### config.mk
export PLATFORM = sky130hd
export DESIGN_NAME = jpc_fetch
export DESIGN_NICKNAME = d
export VERILOG_FILES = /design/src/rtl/jpc_fetch_pkg.sv /design/src/rtl/jpc_fetch_buf.sv /design/src/rtl/jpc_fetch.sv
export SDC_FILE = /design/constraint.sdc
export NUM_CORES = 1
export LEC_CHECK = 0
export CORE_ASPECT_RATIO = 0.8
export CORE_MARGIN = 5
export CORE_UTILIZATION = 52
export CTS_CLUSTER_SIZE = 24
export DETAILED_ROUTE_END_ITERATION = 12
export PLACE_DENSITY_LB_ADDON = 0.2
export SLEW_MARGIN = 10
export SYNTH_ARGS = -nofsm -noshare
export SYNTH_HDL_FRONTEND = slang
export SYNTH_SLANG_ARGS = --single-unit
export TNS_END_PERCENT = 5
### constraint.sdc
create_clock -name clk -period 4.5 [get_ports clk]
set_input_delay 0.675 -clock clk [delete_from_list [all_inputs] [get_ports clk]]
set_output_delay 0.675 -clock clk [all_outputs]
set_load 0.02 [all_outputs]
### src/rtl/jpc_fetch_pkg.sv
// Shared widths, PC step and fetch FSM state encoding for the jpc fetch stage.
package jpc_fetch_pkg;

    localparam int JPC_ADDRESS_WIDTH = 32;
    localparam int JPC_INSTR_WIDTH   = 32;
    localparam int JPC_PC_STEP       = 4;

    typedef enum logic [1:0] {
        S_IDLE  = 2'd0,
        S_REQ   = 2'd1,
        S_WAIT  = 2'd2,
        S_DRAIN = 2'd3
    } fetch_state_t;

endpackage

### src/rtl/jpc_fetch_buf.sv
// Two-entry (output + skid) valid/ready buffer with a synchronous flush.
// The output register always holds the older entry, so order is preserved.
module jpc_fetch_buf #(
    parameter int DATA_WIDTH = 64
) (
    input  logic                  clk,
    input  logic                  rst,
    input  logic                  flush,
    input  logic                  in_valid,
    input  logic [DATA_WIDTH-1:0] in_data,
    output logic                  skid_valid,
    output logic                  out_valid,
    output logic [DATA_WIDTH-1:0] out_data,
    input  logic                  out_ready
);

    logic [DATA_WIDTH-1:0] skid_data;
    logic                  out_free;

    assign out_free = !out_valid || out_ready;

    // The producer never offers data while the skid is full and the output stalled.
    always_ff @(posedge clk or negedge rst) begin
        if (!rst) begin
            out_valid  <= 1'b0;
            skid_valid <= 1'b0;
            out_data   <= '0;
            skid_data  <= '0;
        end else if (flush) begin
            out_valid  <= 1'b0;
            skid_valid <= 1'b0;
        end else if (out_free) begin
            if (skid_valid) begin
                out_data   <= skid_data;
                out_valid  <= 1'b1;
                skid_valid <= in_valid;
                if (in_valid) begin
                    skid_data <= in_data;
                end
            end else begin
                out_valid <= in_valid;
                if (in_valid) begin
                    out_data <= in_data;
                end
            end
        end else if (in_valid && !skid_valid) begin
            skid_valid <= 1'b1;
            skid_data  <= in_data;
        end
    end

endmodule

### src/rtl/jpc_fetch.sv
// Instruction fetch stage: one outstanding imem request, PC feedback to jpc_pc,
// (pc, instr) delivery to decode, and redirect flush with stale-response drop.
module jpc_fetch #(
    parameter int JPC_ADDRESS_WIDTH = jpc_fetch_pkg::JPC_ADDRESS_WIDTH,
    parameter int JPC_INSTR_WIDTH   = jpc_fetch_pkg::JPC_INSTR_WIDTH,
    parameter int JPC_PC_STEP       = jpc_fetch_pkg::JPC_PC_STEP
) (
    input  logic                         clk,
    input  logic                         rst,
    input  logic [JPC_ADDRESS_WIDTH-1:0] pc_I,
    output logic [JPC_ADDRESS_WIDTH-1:0] next_pc_O,
    output logic                         pc_enable_O,
    input  logic                         redirect_I,
    input  logic [JPC_ADDRESS_WIDTH-1:0] redirect_pc_I,
    output logic                         imem_req_O,
    output logic [JPC_ADDRESS_WIDTH-1:0] imem_addr_O,
    input  logic                         imem_gnt_I,
    input  logic                         imem_rvalid_I,
    input  logic [JPC_INSTR_WIDTH-1:0]   imem_rdata_I,
    output logic                         instr_valid_O,
    output logic [JPC_INSTR_WIDTH-1:0]   instr_O,
    output logic [JPC_ADDRESS_WIDTH-1:0] instr_pc_O,
    input  logic                         instr_ready_I
);

    import jpc_fetch_pkg::*;

    localparam int AW = JPC_ADDRESS_WIDTH;
    localparam int IW = JPC_INSTR_WIDTH;

    fetch_state_t    state, state_next;
    logic [AW-1:0]   req_pc_q;
    logic            req;
    logic            buf_in_valid;
    logic            skid_valid;
    logic [IW+AW-1:0] buf_out;

    always_ff @(posedge clk or negedge rst) begin
        if (!rst) begin
            state    <= S_IDLE;
            req_pc_q <= '0;
        end else begin
            state <= state_next;
            if (req && imem_gnt_I) begin
                req_pc_q <= pc_I;
            end
        end
    end

    always_comb begin
        state_next   = state;
        req          = 1'b0;
        buf_in_valid = 1'b0;
        case (state)
            S_IDLE: state_next = S_REQ;
            S_REQ: begin
                req = !redirect_I && !skid_valid;
                if (req && imem_gnt_I) begin
                    state_next = S_WAIT;
                end
            end
            S_WAIT: begin
                // A response landing with a redirect belongs to the old path.
                if (imem_rvalid_I) begin
                    buf_in_valid = !redirect_I;
                    state_next   = S_REQ;
                end else if (redirect_I) begin
                    state_next = S_DRAIN;
                end
            end
            S_DRAIN: begin
                if (imem_rvalid_I) begin
                    state_next = S_REQ;
                end
            end
            default: state_next = S_IDLE;
        endcase
    end

    assign imem_req_O  = req;
    assign imem_addr_O = (state == S_REQ) ? pc_I : '0;

    // PC feedback is forced to zero while reset is held so every output reads 0.
    assign pc_enable_O = rst && (redirect_I || (req && imem_gnt_I));
    assign next_pc_O   = !rst       ? '0 :
                         redirect_I ? (redirect_pc_I & ~AW'(3)) :
                                      pc_I + AW'(JPC_PC_STEP);

    jpc_fetch_buf #(
        .DATA_WIDTH(IW + AW)
    ) u_buf (
        .clk       (clk),
        .rst       (rst),
        .flush     (redirect_I),
        .in_valid  (buf_in_valid),
        .in_data   ({imem_rdata_I, req_pc_q}),
        .skid_valid(skid_valid),
        .out_valid (instr_valid_O),
        .out_data  (buf_out),
        .out_ready (instr_ready_I)
    );

    assign instr_O    = buf_out[IW+AW-1:AW];
    assign instr_pc_O = buf_out[AW-1:0];

endmodule

==> impl_metrics.yaml <==
status:
  status: "completed"
sta:
  maxSlewHeadroom_pct: 19.65
  worst-slew-pin-transition_ns: 1.205
  tns_ns: 0
  worst_hold_slack_ns: 0.2283
  setup-violations-final: 0
  fin_crit_ns: 4.223
  fin_crit_sh_pct: 93.85
  skew_ns: 0.01038
  hold_violations: 0
  maxSlewViolCount: 0
  rsz0062_at_grt: "no"
  fmaxAchievable_ghz: 0.2368
routing:
  vias_per_cell: 5.598
  route.vias.total: 6589
  wl_mm: 22.09
  drt_iter0_markers: 403
  first_pass_iters: 5
  drtAntennaViolNets: 0
  route.detailed.drc: 0
  routedWlPerCell_um: 18.76
grt:
  grt_pass1_vias: 6753
  grt-ovfl-total: 0
  met2_usage_pct: 39.44
  grt_util_met3_pct: 6.917
  use_met1_pct: 31.47
  grt_max_degree: 129
  antenna_found_initial: 0
  grt_util_all_layers_pct: 24.34
  grt_pass1_wl_mm: 34.98
  grt-busiest-layer: "met2"
pwr:
  power_frac_clock_pct: 24.0
  p_leak_nw: 4.653
  peakVddDrop_mv: 0.3387
  p_sw_share_pct: 34.50
  p_switching_w: 0.002063
  p_int_w: 0.003916
  power_frac_comb_pct: 39.0
  cellPowerDensity_nw_per_um2: 535.0
  p_seq_share_pct: 37.0
cts:
  cts_sinks: 164
  clkLatencyLatePin_ns: 0.42
  cts_tree: "built"
  cts_buffers: 17
  cts_setup_buffers: 0
  cts_hold_buf: 0
  root_buffer: "clkbuf_16"
  clock_path_buffers: 2
  clkSlewWorstSetupHoldPaths_ns: 0.07
  cts-resized-gates: 0
  htreeDepth: 4
critical_path:
  worstPathRequired_ns: 3.83
  end_kind: "output pin"
  critPathLaunch: "pc_I[3]"
  worstPathArrival_ns: 3.55
  cp-start-kind: "input port"
  crit_type: "in2out"
  slowest_stage: "clkdlybuf4s50_1"
  reg2reg_from: "u_buf.skid_valid"
  cp_max_fo: 6
  cpPeakStageDelay_ns: 0.66
  path_cells: "clkdlybuf4s50_1 > ha_1 > nand2_1 > nor4_2 > a311oi_1 > a311oi_1 > clkdlybuf4s50_1"
min_path:
  hold_path_class: "in2async"
final_layout:
  utilization_pct: 73.70
  finalNetCount: 1060
  num-fill-cells: 1082
  syn_to_final_growth_pct: 37.54
  final_common_cell: "clkdlybuf4s50_1"
  final_cell_mix: "clkdlybuf4s50_1 (229), dfrtp_1 (163), mux2_2 (92)"
  num_antenna_cells: 0
  drive_gt1_share_pct: 15.10
synthesis:
  synthesis.nets: 846
  mappedNetlistArea_um2: 8125
  synth_seq_cells: 164
  synth_cells: 740
  ys_seq_area_share_pct: 50.51
  synth-edff-count: 0
  syn_area_per_cell_um2: 10.98
  synth_warnings: 0
  synth_cell_type_count: 47
  ys.flop_type: "dfrtp_1"
  synthArstFlopShare_pct: 100.0
floorplanning:
  fp-row-count: 40
  fp.dieH_um: 121.8
  dieArea_um2: 18240
  core_um2: 15160
  io-pin-count: 233
  die-width_um: 149.8
  initial_core_util_pct: 53.58
placed_design:
  hpwlAfterDp_mm: 15.60
  place_congestion: 0.8742
  placement.io_buffers: 230
run:
  cap_violations: 0
## path summary, 6_finish.rpt
check | endpoint | slack [ns] | cells after the start
max | next_pc_O[30] | 0.28 | 7
min | u_buf.skid_data[9] | 0.23 | 1
max reg2reg | u_buf.out_data[22] | 1.88 | 6
min reg2reg | u_buf.skid_data[11] | 0.49 | 1
max in group asynchronous | u_buf.skid_valid | 2.93 | 2
min in group clk | u_buf.skid_data[11] | 0.49 | 1
## power groups by stage
stage / clock (W) / combinational, W / sequential (W)
6_report: 0.00144 / 0.00233 / 0.00221
5_1_grt: 0.00153 / 0.00250 / 0.00227
4_1_cts: 0.00146 / 0.00236 / 0.00221
3_5_place_dp: 0 / 0.00234 / 0.00223
3_3_place_gp: 0 / 0.00229 / 0.00219
2_1_floorplan: 0 / 0.000842 / 0.00253
## synthesized netlist by cell type (5+ instances only)
library cell | number | area share [%]
dfrtp_1 | 164 | 51
mux2_2 | 92 | 13
a21oi_1 | 73 | 4.5
nor2_1 | 73 | 3.4
mux2i_1 | 65 | 8.0
and2_1 | 39 | 3.0
o21ai_0 | 28 | 1.7
clkbuf_1 | 25 | 1.2
nand2_1 | 18 | 0.83
nand3_1 | 15 | 0.92
buf_2 | 14 | 0.86
a31oi_1 | 10 | 0.77
xnor2_1 | 9 | 0.97
inv_1 | 8 | 0.37
buf_4 | 7 | 0.65
nand4_1 | 7 | 0.54
nor3_1 | 7 | 0.43
o31ai_1 | 7 | 0.65
and3_1 | 6 | 0.46
and4_1 | 6 | 0.65
nor4_1 | 6 | 0.46
o211a_1 | 6 | 0.74
a311oi_1 | 5 | 0.54
nand2b_1 | 5 | 0.38
or3_1 | 5 | 0.38
or4_1 | 5 | 0.46
## cell type report
class / count / area [um^2] / share of cell area (%)
sequential: 164 / 4108 / 36.76
inverter: 8 / 30.03 / 0.2687
multi-input combinational: 518 / 3757 / 33.62
clock inverter: 13 / 146.4 / 1.310
clock buffer: 19 / 442.9 / 3.963
timing repair buffer: 245 / 2429 / 21.73
tap: 210 / 262.8 / 2.351
## metrics by stage
step / cells / total power (W) / setup WS (ns) / instance area (um^2)
after global routing: 1177 / 0.006307 / 0.1672 / 11180
after global placement: 1145 / 0.004483 / 0.4047 / 10590
after CTS: 1177 / 0.006027 / 0.3183 / 11180
after floorplan: 740 / 0.003373 / 1.656 / 8125
after detailed placement: 1145 / 0.004575 / 0.3187 / 10590
final: 1177 / 0.005979 / 0.2768 / 11180
## worst max-delay path, delay by kind of cell
family / cells / cell delay [ns]
AOI/OAI and AO/OA: 2 / 0.47
adders and majority gates: 1 / 0.32
buffers and inverters: 2 / 1.26
and+or+nand+nor: 2 / 0.80
## state kept, by name (all words and copies together), names as in the netlist
name	flops
u_buf.skid_valid	1
state	2
u_buf.skid_data	64
req_pc_q	32
u_buf.out_valid	1
u_buf.out_data	64
## layer usage
metal	part of all wire, %	up-vias
li1	-	3072
met4	2.5	0
met1	42	3270
met2	48	210
met3	7.0	37
met5	0	-
## cells by family after synthesis
kind of cell,synth area share (%)
xor+xnor,1.186
flops,50.51
compound gates,9.763
buf+inv,3.326
mux,21.31
fa+ha+maj,0.6160
simple gates,13.29
No activity file was read; power rests on OpenSTA's default activity.
